==> config.mk <==
export PLATFORM = sky130hd
export DESIGN_NAME = uart_rx_ctrl
export DESIGN_NICKNAME = d
export VERILOG_FILES = /design/src/rtl/uart_rx_ctrl.sv
export SDC_FILE = /design/constraint.sdc
export NUM_CORES = 1
export LEC_CHECK = 0
export CAP_MARGIN = 20
export CORE_MARGIN = 4
export CORE_UTILIZATION = 30
export DETAILED_ROUTE_END_ITERATION = 6
export PLACE_DENSITY = 0.62
export RECOVER_POWER = 50
export SYNTH_ARGS = -nofsm -noshare
export SYNTH_HDL_FRONTEND = slang
export SYNTH_SLANG_ARGS = --single-unit
==> constraint.sdc <==
create_clock -name clk -period 2.1 [get_ports clk]
set_input_delay 0.21 -clock clk [delete_from_list [all_inputs] [get_ports clk]]
set_output_delay 0.21 -clock clk [all_outputs]
set_load 0.02 [all_outputs]
==> src/rtl/uart_rx_ctrl.sv <==
// Frame-sequencing FSM for the UART receiver: walks START/DATA/PARITY/STOP
// against the external edge/bit counter and strobes the samplers and checkers.
module uart_rx_ctrl #(
    parameter int DATA_W = 8
) (
    input  logic       clk,
    input  logic       rst,
    input  logic       rx_in,
    input  logic       par_en,
    input  logic [5:0] prescale,
    input  logic [4:0] edge_cnt,
    input  logic [3:0] bit_cnt,
    input  logic       strt_glitch,
    input  logic       par_err,
    input  logic       stp_err,
    output logic       edge_cnt_en,
    output logic       cnt_clr,
    output logic       dat_samp_en,
    output logic       deser_en,
    output logic       strt_chk_en,
    output logic       par_chk_en,
    output logic       stp_chk_en,
    output logic       data_valid,
    output logic       frame_err
);

    typedef enum logic [2:0] {
        IDLE   = 3'd0,
        START  = 3'd1,
        DATA   = 3'd2,
        PARITY = 3'd3,
        STOP   = 3'd4
    } state_t;

    state_t state, state_nxt;

    logic [5:0] mid, samp_lo, samp_hi, chk, last, edge6;
    logic       at_samp, at_chk, bit_end, last_data_bit;
    logic       en_c, clr_c, samp_c, deser_c, strt_c, par_c, stp_c;
    logic       dv_nxt, fe_nxt;

    assign mid           = prescale >> 1;
    assign samp_lo       = mid - 6'd1;
    assign samp_hi       = mid + 6'd1;
    assign chk           = mid + 6'd2;
    assign last          = prescale - 6'd1;
    assign edge6         = {1'b0, edge_cnt};
    assign at_samp       = (edge6 == samp_lo) || (edge6 == mid) || (edge6 == samp_hi);
    assign at_chk        = (edge6 == chk);
    assign bit_end       = en_c && (edge6 == last);
    assign last_data_bit = (bit_cnt == 4'(DATA_W));

    always_ff @(posedge clk or negedge rst) begin
        if (!rst) begin
            state      <= IDLE;
            data_valid <= 1'b0;
            frame_err  <= 1'b0;
        end else begin
            state      <= state_nxt;
            data_valid <= dv_nxt;
            frame_err  <= fe_nxt;
        end
    end

    always_comb begin
        state_nxt = state;
        en_c      = 1'b0;
        clr_c     = 1'b0;
        samp_c    = 1'b0;
        deser_c   = 1'b0;
        strt_c    = 1'b0;
        par_c     = 1'b0;
        stp_c     = 1'b0;
        dv_nxt    = 1'b0;
        fe_nxt    = 1'b0;
        case (state)
            IDLE: begin
                // Counters sit cleared while idle; the detect cycle itself is edge 0.
                clr_c = rx_in;
                en_c  = ~rx_in;
                if (!rx_in)
                    state_nxt = START;
            end
            START: begin
                en_c   = 1'b1;
                samp_c = at_samp;
                strt_c = at_chk;
                if (bit_end)
                    state_nxt = strt_glitch ? IDLE : DATA;
            end
            DATA: begin
                en_c    = 1'b1;
                samp_c  = at_samp;
                deser_c = at_chk;
                if (bit_end && last_data_bit)
                    state_nxt = par_en ? PARITY : STOP;
            end
            PARITY: begin
                en_c   = 1'b1;
                samp_c = at_samp;
                par_c  = at_chk;
                if (bit_end) begin
                    state_nxt = par_err ? IDLE : STOP;
                    fe_nxt    = par_err;
                end
            end
            STOP: begin
                en_c   = 1'b1;
                samp_c = at_samp;
                stp_c  = at_chk;
                if (bit_end) begin
                    state_nxt = IDLE;
                    dv_nxt    = ~stp_err;
                    fe_nxt    = stp_err;
                end
            end
            default: state_nxt = IDLE;
        endcase
    end

    // Combinational strobes are gated by reset so nothing moves while rst is low.
    assign edge_cnt_en = rst & en_c;
    assign cnt_clr     = rst & clr_c;
    assign dat_samp_en = rst & samp_c;
    assign deser_en    = rst & deser_c;
    assign strt_chk_en = rst & strt_c;
    assign par_chk_en  = rst & par_c;
    assign stp_chk_en  = rst & stp_c;

endmodule

After elaboration in Yosys (flattened, before gate mapping)
Cells that the tools add are included.
{ "word_totals": {"output_inout_bits": 9, "regBits": 5, "elab_cells": 59} }
{ "op_classes": {"muxes": 21, "eq_ne": 15, "reduce_logical": 7, "bitwise": 9, "n_addsub": 4} }
{ "ops": {"columns": ["operator", "n"], "rows": [
  ["$eq 5x6->1", 4],
  ["$mux 3", 7],
  ["$pmux 3 s5", 1],
  ["$mux 1", 10],
  ["$ne 2x2->1 const B", 5],
  ["$and 1x1->1", 7],
  ["$add 5x1->6 const B", 1],
  ["$add 5x2->6 const B", 1],
  ["$eq 3x2->1 const B", 2],
  ["$sub 5x1->6 const B", 1],
  ["$sub 6x1->6 const B", 1],
  ["$eq 5x5->1", 1],
  ["$reduce_and 5->1", 1],
  ["$eq 4x4->1 const B", 1],
  ["$pmux 1 s2", 2],
  ["$reduce_or 4->1", 1],
  ["$eq 3x1->1 const B", 1],
  ["$eq 3x3->1 const B", 1],
  ["$logic_not 3->1", 1],
  ["$logic_and 1x1->1", 2],
  ["$logic_or 1x1->1", 2],
  ["$mux 2", 1],
  ["$not 1->1", 2]
]} }

Logic depth before layout (Yosys ltp)
Gate-level depths: netlist of run 1.
{ "logic_depth": {"depth_word": 7, "ltp_mapped": 9} }

Least setup slack after synthesis of run 1
No wires, ideal clock.
{ "synth_path": {"path_kind": "input-to-output", "startpoint": "input prescale[3]", "endpoint": "output deser_en", "path_buffers": 1, "arrival_ns": 1.744, "stages": 7, "setup_slack_ns": 0.146, "path_cell_list": "buf_4 -> inv_1 -> ha_1 -> xor2_1 -> nor4_1 -> o2111ai_1 -> nor3_1"} }
{ "synth_via": {"elab_chain_len": 4} }
{ "synth_rtl": {"columns": ["item", "line_no", "source"], "rows": [
  ["from (decl)", "10", "input logic [5:0] prescale,"],
  ["$add 5x2->6", "45", "assign chk = mid + 6'd2;"],
  ["$eq 5x6->1", "49", "assign at_chk = (edge6 == chk);"],
  ["$mux 1", "76", "case (state)"],
  ["$and 1x1->1", "125", "assign deser_en = rst & deser_c;"],
  ["to (decl)", "19", "output logic deser_en,"]
]} }
No other way between the ends.

Worst setup path after layout of run 1
{ "layout_path": {"startpoint": "input edge_cnt[4]", "endpoint": "output strt_chk_en"} }
{ "layout_via": {"elab_chain_len": 3} }
{ "layout_rtl": {"columns": ["item", "line_no", "source"], "rows": [
  ["from (decl)", "11", "input logic [4:0] edge_cnt,"],
  ["$eq 5x6->1", "49", null],
  ["$mux 1", "76", null],
  ["$and 1x1->1", "126", "assign strt_chk_en = rst & strt_c;"],
  ["to (decl)", "20", "output logic strt_chk_en,"]
]} }
No other way between the ends.

==> impl_results.md, run 1 <==
- Register Area: 125.1 um^2
- Cell Area, Synth: 890.9 um^2
- Crit path arrival time: 1.81 ns
- Total gr overflow: 0
- IO Count: 31
- Starting density of the core: 0.3176
- Core footprint: 2805 um^2
- Worst path max stage delay: 0.52 ns
- CTS Sinks: 5
- Setup Viol. Count Final: 0
- Syn nets: 152
- Count of hold buffers inserted by post-cts repair: 0
- Synthesized area per cell: 7.243 um^2
- # rows: 19
- Commonest non-fill, non-tap cell in the layout: buf_4
- Unrepaired setup endpoints after global routing: yes
- CP endpoint kind: primary output
- Footprint of the multi-input gates: 830.8 um^2
- Post-synth ARST share: 1.000
- # diodes: 0
- Critical path required time: 1.89 ns
- DP HPWL: 2277 um
- 1st-iter DRT viols: 45
- Final clock skew: 0.0004270 ns
- Synth Warn #: 0
- CTS tree: yes
- Layout cells sized above 1: 0.3529
- Largest net degree at the start of global routing: 12
- Critical path peak fanout: 4
- Number of flops mapped to enable cells by yosys: 0
- GP Congestion: 0.8350
- Slew Limit Fails: 0
- Hold Violations, Final: 0
- Synth cell types: 37
- Most frequent cells in the layout: buf_4 (35), nand2_1 (13), clkdlybuf4s50_1 (13)
- Final Critical Period: 2.023 ns
- Initial antenna violation count: 0
- Vias in the first global route: 1109
- Outcome: completed
- Die span in x: 62.50 um
- Max-cap violation count: 0
- Period Utilization, post-route: 0.9632
- Root Driver: clkbuf_4
- Critical-path top delay cell: clkdlybuf4s50_1
- Nets: 217
- First-pass DRT Iterations: 4
- Relative slew margins: 0.6421
- Crit-path leading delay family: buffers and inverters
- Final core occ: 0.5767
- TNS Setup: 0 ns
- Routed vias/inst: 5.133
- #FFs+latches synth: 5
- Final hold slack: 0.2968 ns
- P&R area growth vs syn: 81.60%
- Clk Latency, worst-skew pair: 0.24 ns
- Total CTS buffers: 3
- Post-Synthesis Cells: 123
- Total wire length: 2933 um
- P_leak: 0.7641 nW
- Global-route wire length before repair: 4947 um
- Crit path kind: in -> out
- Crit-path cells: clkdlybuf4s50_1 > xor2_2 > buf_4 > xor2_2 > o2111ai_4 > nor3_2 > buf_4
- Deepest clock path buffer count: 2
- Die H: 62.50 um
- Startpoint Class: input pin
- Worst-margin pin slew: 0.5293 ns
- Worst VDD drop: 0.2928 mV
- Power Dens Cells: 406.2 nW/um^2
- All-Layer GR Usage: 0.1513
- DR vias: 1119
- Maximum clock rate: 494.4 MHz
- # fillers: 273
- Post-route ant nets: 0
- Die area: 3906 um^2
- DRC Markers: 0
- Min-Delay Path Class: in -> async
- IO Port Bufs: 30
- Dominant synthesized flop cell: dfrtp_1
- Htree depth: 1
- CTS clk-pin slew, worst paths: 0.04 ns
- Worst Path Buf+Inv: 3
- Sequential fraction of the synthesis area: 0.1404
- Routed length per instance: 13.45 um
## power breakdown
group | switching (mW) | internal (mW)
clock network | 0.0391 | 0.0718
registers | 0.0113 | 0.110
logic | 0.215 | 0.210
total | 0.266 | 0.392
## worst paths after layout
path	start	to	slack, ns	depth (start not counted)
setup / recovery	edge_cnt[4]	strt_chk_en	0.08	7
hold / removal	rst	data_valid	0.30	2
setup reg to reg	state[0]	state[0]	0.40	7
hold reg to reg	state[1]	state[1]	0.66	2
max in group asynchronous	rst	state[1]	1.69	2
min in group clk	stp_err	data_valid	0.54	2
## cells in the mapped netlist, types with 2 or more instances
cell type	number	area, um^2
o21ai_0	6	30.03
buf_2	3	15.01
nand3_1	6	30.03
o21ai_1	2	10.01
buf_4	2	15.01
inv_1	9	33.78
a2111oi_0	2	17.52
nor3_1	6	30.03
nand2_1	13	48.80
o2111ai_1	2	17.52
nor2b_1	2	12.51
nor2_1	9	33.78
dfrtp_1	5	125.1
nand2b_1	3	18.77
ha_1	7	87.58
xor2_1	6	52.55
and3_1	2	12.51
a21oi_1	11	55.05
xnor2_1	9	78.83
## kinds of logic after synthesis
logic type,share of synthesized area
multiplexers,0.01124
flip-flops,0.1404
AND/OR/NAND/NOR,0.3118
adder cells (fa/ha/maj),0.09831
buffers and inverters,0.07162
XOR/XNOR,0.1657
AO/OA/AOI/OAI,0.2009
## what timing repair did
action,CTS,global route
gates cloned,0,0
resized for setup,40,24
buffers inserted,0,2
pin swaps,6,6
endpoints found under the setup margin,11,11
## through the flow
step                instances  total power [mW]  worst slack [ns]  area, um^2
floorplan                 123            0.3264            0.1463       890.9
detailed placement        212            0.4922           -0.7465        1448
finish                    218            0.6571           0.07732        1618
CTS                       216            0.6222          -0.03686        1506
global route              218            0.7072          -0.01110        1618
global placement          212            0.4858           -0.6686        1448
## metal layers
layer / vias to the layer above / track usage / routed length [um]
met3: 2 / 0.01978 / 127
met5: - / 0 / 0
met1: 522 / 0.1857 / 1207
li1: 564 / - / -
met4: 0 / 0.02479 / 12
met2: 31 / 0.2823 / 1585
## flip-flops by register name, indices dropped and copies added, names as in the netlist
signal / cells
data_valid: 1
state: 3
frame_err: 1
## area by class of cell
type / count / share of cell area
Tap cell: 31 / 0.02398
Timing Repair Buffer: 65 / 0.3480
Multi-Input combinational cell: 104 / 0.5135
Inverter: 9 / 0.02088
Sequential cell: 5 / 0.07734
Clock buffer: 4 / 0.01624
Power figures use the tool's default switching activity.
==> run 2: changes to the inputs <==
- PLACE_DENSITY: 0.62 -> 0.63
- SLEW_MARGIN: not set -> 20
==> impl_results.md, run 2 (synthesis gave the netlist of run 1 again) <==
- Outcome: completed
- Footprint of the multi-input gates: 835.8 um^2 (+0.60%)
- Setup ws final: 0.08350 ns (+0.006176 ns)
- CTS clk-pin slew, worst paths: 0.05 ns (about the same)
- Initial antenna violation count: 0 (unchanged)
- Total CTS buffers: 3 (unchanged)
- DP HPWL: 2339 um (+2.7%)
- First-pass DRT Iterations: 4 (unchanged)
- Crit path kind: in -> out
- CP endpoint kind: primary output
- P_leak: 0.7464 nW (-2.3%)
- CTS tree: yes
- Worst-margin pin slew: 0.6841 ns (+0.1547 ns)
- # fillers: 265 (-2.9%)
- Layout cells sized above 1: 0.3297 (-0.02321)
- Min-Delay Path Class: in -> async
- Final clock skew: 0.001450 ns (+0.001023 ns)
- Max-cap violation count: 0 (unchanged)
- # diodes: 0 (unchanged)
- Worst VDD drop: 0.3219 mV (+9.9%)
- Relative slew margins: 0.5375 (-0.1046)
- CTS Sinks: 5 (unchanged)
- Starting density of the core: 0.3176 (unchanged)
- # rows: 19 (unchanged)
- Period Utilization, post-route: 0.9602 (-0.002941)
- Startpoint Class: input pin
- Commonest non-fill, non-tap cell in the layout: buf_4
- Total power after layout: 0.6548 mW (-0.36%)
- Most frequent cells in the layout: buf_4 (30), clkdlybuf4s50_1 (14), nand2_1 (13)
- Core footprint: 2805 um^2 (unchanged)
- Reg2reg start: state[1]
- Routed vias/inst: 5.185 (+1.0%)
- Die span in x: 62.50 um (unchanged)
- Crit path arrival time: 1.81 ns (about the same)
- Critical path peak fanout: 4 (unchanged)
- Critical path required time: 1.89 ns (about the same)
- Final core occ: 0.5723 (-0.004460)
- DR vias: 1120 (+0.089%)
- GP Congestion: 0.8432 (+0.98%)
- Crit-path cells: clkdlybuf4s50_1 > xor2_2 > a21oi_1 > a211o_1 > a21oi_2 > a22o_1 > buf_4
- Number of flip-flops under the largest register name: 3 (unchanged)
- Crit path from: edge_cnt[0]
- All-Layer GR Usage: 0.1509 (-0.0004322)
- IO Count: 31 (unchanged)
- Die H: 62.50 um (unchanged)
- Critical-path top delay cell: clkdlybuf4s50_1
- Global-route wire length before repair: 4954 um (+0.14%)
- DRC Markers: 0 (unchanged)
- Hold Violations, Final: 0 (unchanged)
- Clk Latency, worst-skew pair: 0.25 ns (about the same)
- P&R area growth vs syn: 80.20%
- Power Dens Cells: 407.9 nW/um^2 (+0.42%)
- Post-route ant nets: 0 (unchanged)
- Vias in the first global route: 1143 (+3.1%)
- Worst path max stage delay: 0.52 ns (about the same)
- TNS Setup: 0 ns (unchanged)
- Total wire length: 3083 um (+5.1%)
- Biggest regs: state: 3 flops, data_valid: 1 flops, frame_err: 1 flops
- Largest net degree at the start of global routing: 11 (-1)
- Register bank with the most flops: state
- Deepest clock path buffer count: 2 (unchanged)
- Die area: 3906 um^2 (unchanged)
- Register Area: 125.1 um^2 (unchanged)
- Final Critical Period: 2.017 ns (-0.006176 ns)
- Slew Limit Fails: 0 (unchanged)
- Maximum clock rate: 495.9 MHz (+0.31%)
- IO Port Bufs: 30 (unchanged)
- Total gr overflow: 0 (unchanged)
- Routed length per instance: 14.27 um (+6.1%)
- DP Worst Slack: -0.6883 ns (+0.05820 ns)
- Setup Viol. Count Final: 0 (unchanged)
- Nets: 215 (-0.92%)
- Root Driver: clkbuf_4
- 1st-iter DRT viols: 54 (+20%)
- Htree depth: 1 (unchanged)
- Setup slack, reg-to-reg: 0.32 ns (-0.08 ns)
## run 2: cell types whose count changed in the layout (fill, tap and decap cells not counted), sizes merged
cell,previous run,this run
buf,40,38
clkdlybuf4s50,13,14
dlygate4sd2,2,4
dlymetal6s2s,6,4
dlygate4sd3,2,3
clkdlybuf4s15,2,0
## run 2: routing by layer
metal	share of wire	track usage	vias to the layer above
met5	0	0	-
met4	0.010	0.06061	0
met3	0.038	0.02158	5
met2	0.55	0.2770	29
met1	0.40	0.1735	527
li1	-	-	559
## run 2: critical path: cells and delay by family
kind	cells	cell delay [ns]
compound gates	4	0.63
buf+inv	2	0.65
xor+xnor	1	0.31
## run 2: area by class of cell
type,instances,share of cell area
inverter,9,0.02104
clock buffer,4,0.01637
timing repair buffer,63,0.3398
tap,31,0.02416
sequential,5,0.07794
multi-input combinational,104,0.5207
## run 2: report_power, final
| group | internal [mW] | switching [mW] |
|---|---|---|
| registers | 0.110 | 0.0141 |
| logic | 0.201 | 0.214 |
| clock network | 0.0721 | 0.0440 |
## run 2: stage by stage
step | cell area (um^2) | instances | hold WS (ns)
final | 1605 | 216 | 0.3657
after detailed placement | 1440 | 211 | 0.5576
after global placement | 1440 | 211 | 0.5522
after floorplan | 890.9 | 123 | -0.08559
after CTS | 1481 | 215 | 0.2960
after global routing | 1605 | 216 | 0.3647
## run 2: worst paths after layout
check / end / depth (start not counted)
hold / removal: state[1] / 2
max in group asynchronous: data_valid / 2
setup reg to reg: state[1] / 6
min in group clk: data_valid / 2
setup / recovery: dat_samp_en / 7
hold reg to reg: state[1] / 2
## run 2: timing repair
item | 4_1_cts | 5_1_grt
buffers inserted | 0 | 1
gates resized for setup | 37 | 23
setup endpoints to repair | 11 | 10
pin swaps | 6 | 6
hold buffers | 0 | 0
==> run 3: changes to the inputs <==
- DONT_BUFFER_PORTS: not set -> 1
- PLACE_DENSITY: 0.63 -> 0.5
==> impl_results.md, run 3 (synthesis gave the netlist of run 1 again) <==
- Slew Limit Fails: 0 (unchanged)
- All-Layer GR Usage: 0.1215 (-0.02937)
- Final hold slack: 0.03145 ns (-0.3342 ns)
- Root Driver: clkbuf_4
- CTS Sinks: 5 (unchanged)
- GP Congestion: 0.8112 (-3.8%)
- Vias in the first global route: 821 (-28%)
- CP endpoint kind: primary output
- Relative slew margins: 0.6843 (+0.1468)
- Unrepaired setup endpoints after global routing: no
- Biggest regs: state: 3 flops, data_valid: 1 flops, frame_err: 1 flops
- Commonest non-fill, non-tap cell in the layout: nand2_1
- Met3 global-route usage: 0.03777 (+0.01619)
- Die H: 62.50 um (unchanged)
- Startpoint Class: flip-flop
- P_leak: 0.4021 nW (-46%)
- Outcome: completed
- Global-route wire length before repair: 3912 um (-21%)
- Clk Latency, worst-skew pair: 0.24 ns (about the same)
- Die span in x: 62.50 um (unchanged)
- Total CTS buffers: 3 (unchanged)
- Final Critical Period: 1.961 ns (-0.05527 ns)
- Number of flip-flops under the largest register name: 3 (unchanged)
- Min-Delay Path Class: in -> reg
- Period Utilization, post-route: 0.9339 (-0.02632)
- Maximum clock rate: 509.9 MHz (+2.8%)
- Die area: 3906 um^2 (unchanged)
- Worst Path Buf+Inv: 0 (-2)
- Final core occ: 0.3484 (-0.2239)
- CTS clk-pin slew, worst paths: 0.05 ns (about the same)
- Crit-path leading delay family: compound AO/OA/AOI/OAI gates
- Initial antenna violation count: 0 (unchanged)
- Nets: 159 (-26%)
- Crit-path cells: o21ai_1 > nand3_1 > a2111oi_1 > a22o_2
- Total gr overflow: 0 (unchanged)
- DRC Markers: 0 (unchanged)
- Htree depth: 1 (unchanged)
- Most frequent cells in the layout: nand2_1 (13), a21oi_1 (11), inv_1 (9), nor2_1 (9), xnor2_1 (9)
- Setup Viol. Count Final: 0 (unchanged)
- # diodes: 0 (unchanged)
- Post-route ant nets: 0 (unchanged)
- Hold Violations, Final: 0 (unchanged)
- Worst-margin pin slew: 0.4669 ns (-0.2171 ns)
- TNS Setup: 0 ns (unchanged)
- # rows: 19 (unchanged)
- Largest net degree at the start of global routing: 12 (+1)
- Critical path required time: 1.89 ns (about the same)
- Routed vias/inst: 5.469 (+5.5%)
- First-pass DRT Iterations: 4 (unchanged)
- 1st-iter DRT viols: 49 (-9.3%)
- Total wire length: 2347 um (-24%)
- Worst path max stage delay: 0.46 ns (-0.06 ns)
- Worst VDD drop: 0.4387 mV (+36%)
- P&R area growth vs syn: 9.691%
- Total power after layout: 0.4785 mW (-27%)
- Deepest clock path buffer count: 2 (unchanged)
- Final clock skew: 0.003474 ns (+0.002023 ns)
- Register bank with the most flops: state
- Core footprint: 2805 um^2 (unchanged)
- GR peak layer: met1
- Max-cap violation count: 0 (unchanged)
- DP HPWL: 1908 um (-18%)
- Critical path peak fanout: 9 (+5)
- Met1 Resource Use GR: 0.1807 (+0.007200)
- Starting density of the core: 0.3176 (unchanged)
- Layout cells sized above 1: 0.1085 (-0.2212)
- Routed length per instance: 14.67 um (+2.8%)
- CTS tree: yes
- Crit path kind: reg -> out
- Power Dens Cells: 489.7 nW/um^2 (+20%)
- Critical-path top delay cell: dfrtp_1
- DR vias: 875 (-22%)
- Setup Buffers After CTS: 0 (unchanged)
- Crit path arrival time: 1.75 ns (-0.06 ns)
- M2 GR Usage: 0.1771 (-0.09987)
- IO Port Bufs: 0 (-100%)
- IO Count: 31 (unchanged)
[run 3: changes by cell type in the layout (fill, tap and decap cells not counted), moves of 4 or more]
cell,before,now
dlymetal6s2s_1,4,0
dlygate4sd2_1,4,0
buf_2,4,0
buf_6,4,0
buf_4,30,6
clkdlybuf4s50_1,14,0
[run 3: layout make-up]
class / instances / area, um^2
Fill cell: 323 / 1828
Multi-Input combinational cell: 104 / 698.2
Sequential cell: 5 / 125.1
Timing Repair Buffer: 7 / 55.05
Tap cell: 31 / 38.79
Inverter: 9 / 33.78
Clock buffer: 4 / 26.28
[run 3: power breakdown]
group | switching (mW) | internal [mW] | total [mW]
registers | 0.0202 | 0.110 | 0.130
logic | 0.128 | 0.106 | 0.234
clock network | 0.0422 | 0.0720 | 0.114
[run 3: worst reg2reg max path: stages, from the launching register on]
cell and delay (ns):
dfrtp_1 0.46, or4b_4 0.58, nand4_1 0.10, nor3_2 0.05
nand4_1 0.24, a21oi_1 0.11, o32ai_1 0.13
[run 3: path summary, 6_finish.rpt]
path,from,to,slack (ns),cells after the start
worst min-delay path,stp_err,data_valid,0.03,1
min in group asynchronous,rst,frame_err,0.28,1
worst max-delay path,state[1],dat_samp_en,0.14,4
max in group asynchronous,rst,state[0],1.60,1
worst max register to register,state[1],state[0],0.31,6
worst min register to register,state[2],state[0],0.65,1
[run 3: routing by layer]
layer,routed length [um],up-vias
li1,-,448
met1,1170,401
met2,1032,26
met3,144,0
met4,0,0
met5,0,-
[run 3: timing repair]
item                                    CTS  global route
hold buffers                              1             0
hold endpoints to repair                  5             0
endpoints found under the setup margin    0             1
gates resized for setup                   0             2
[run 3: metrics by stage]
stage	setup WS, ns	instances	instance area, um^2
final	0.1388	160	977.2
after global routing	0.03246	160	977.2
after CTS	0.04340	160	980.9
after detailed placement	0.2455	155	944.7
after global placement	0.2245	155	944.7
after floorplan	0.1463	123	890.9
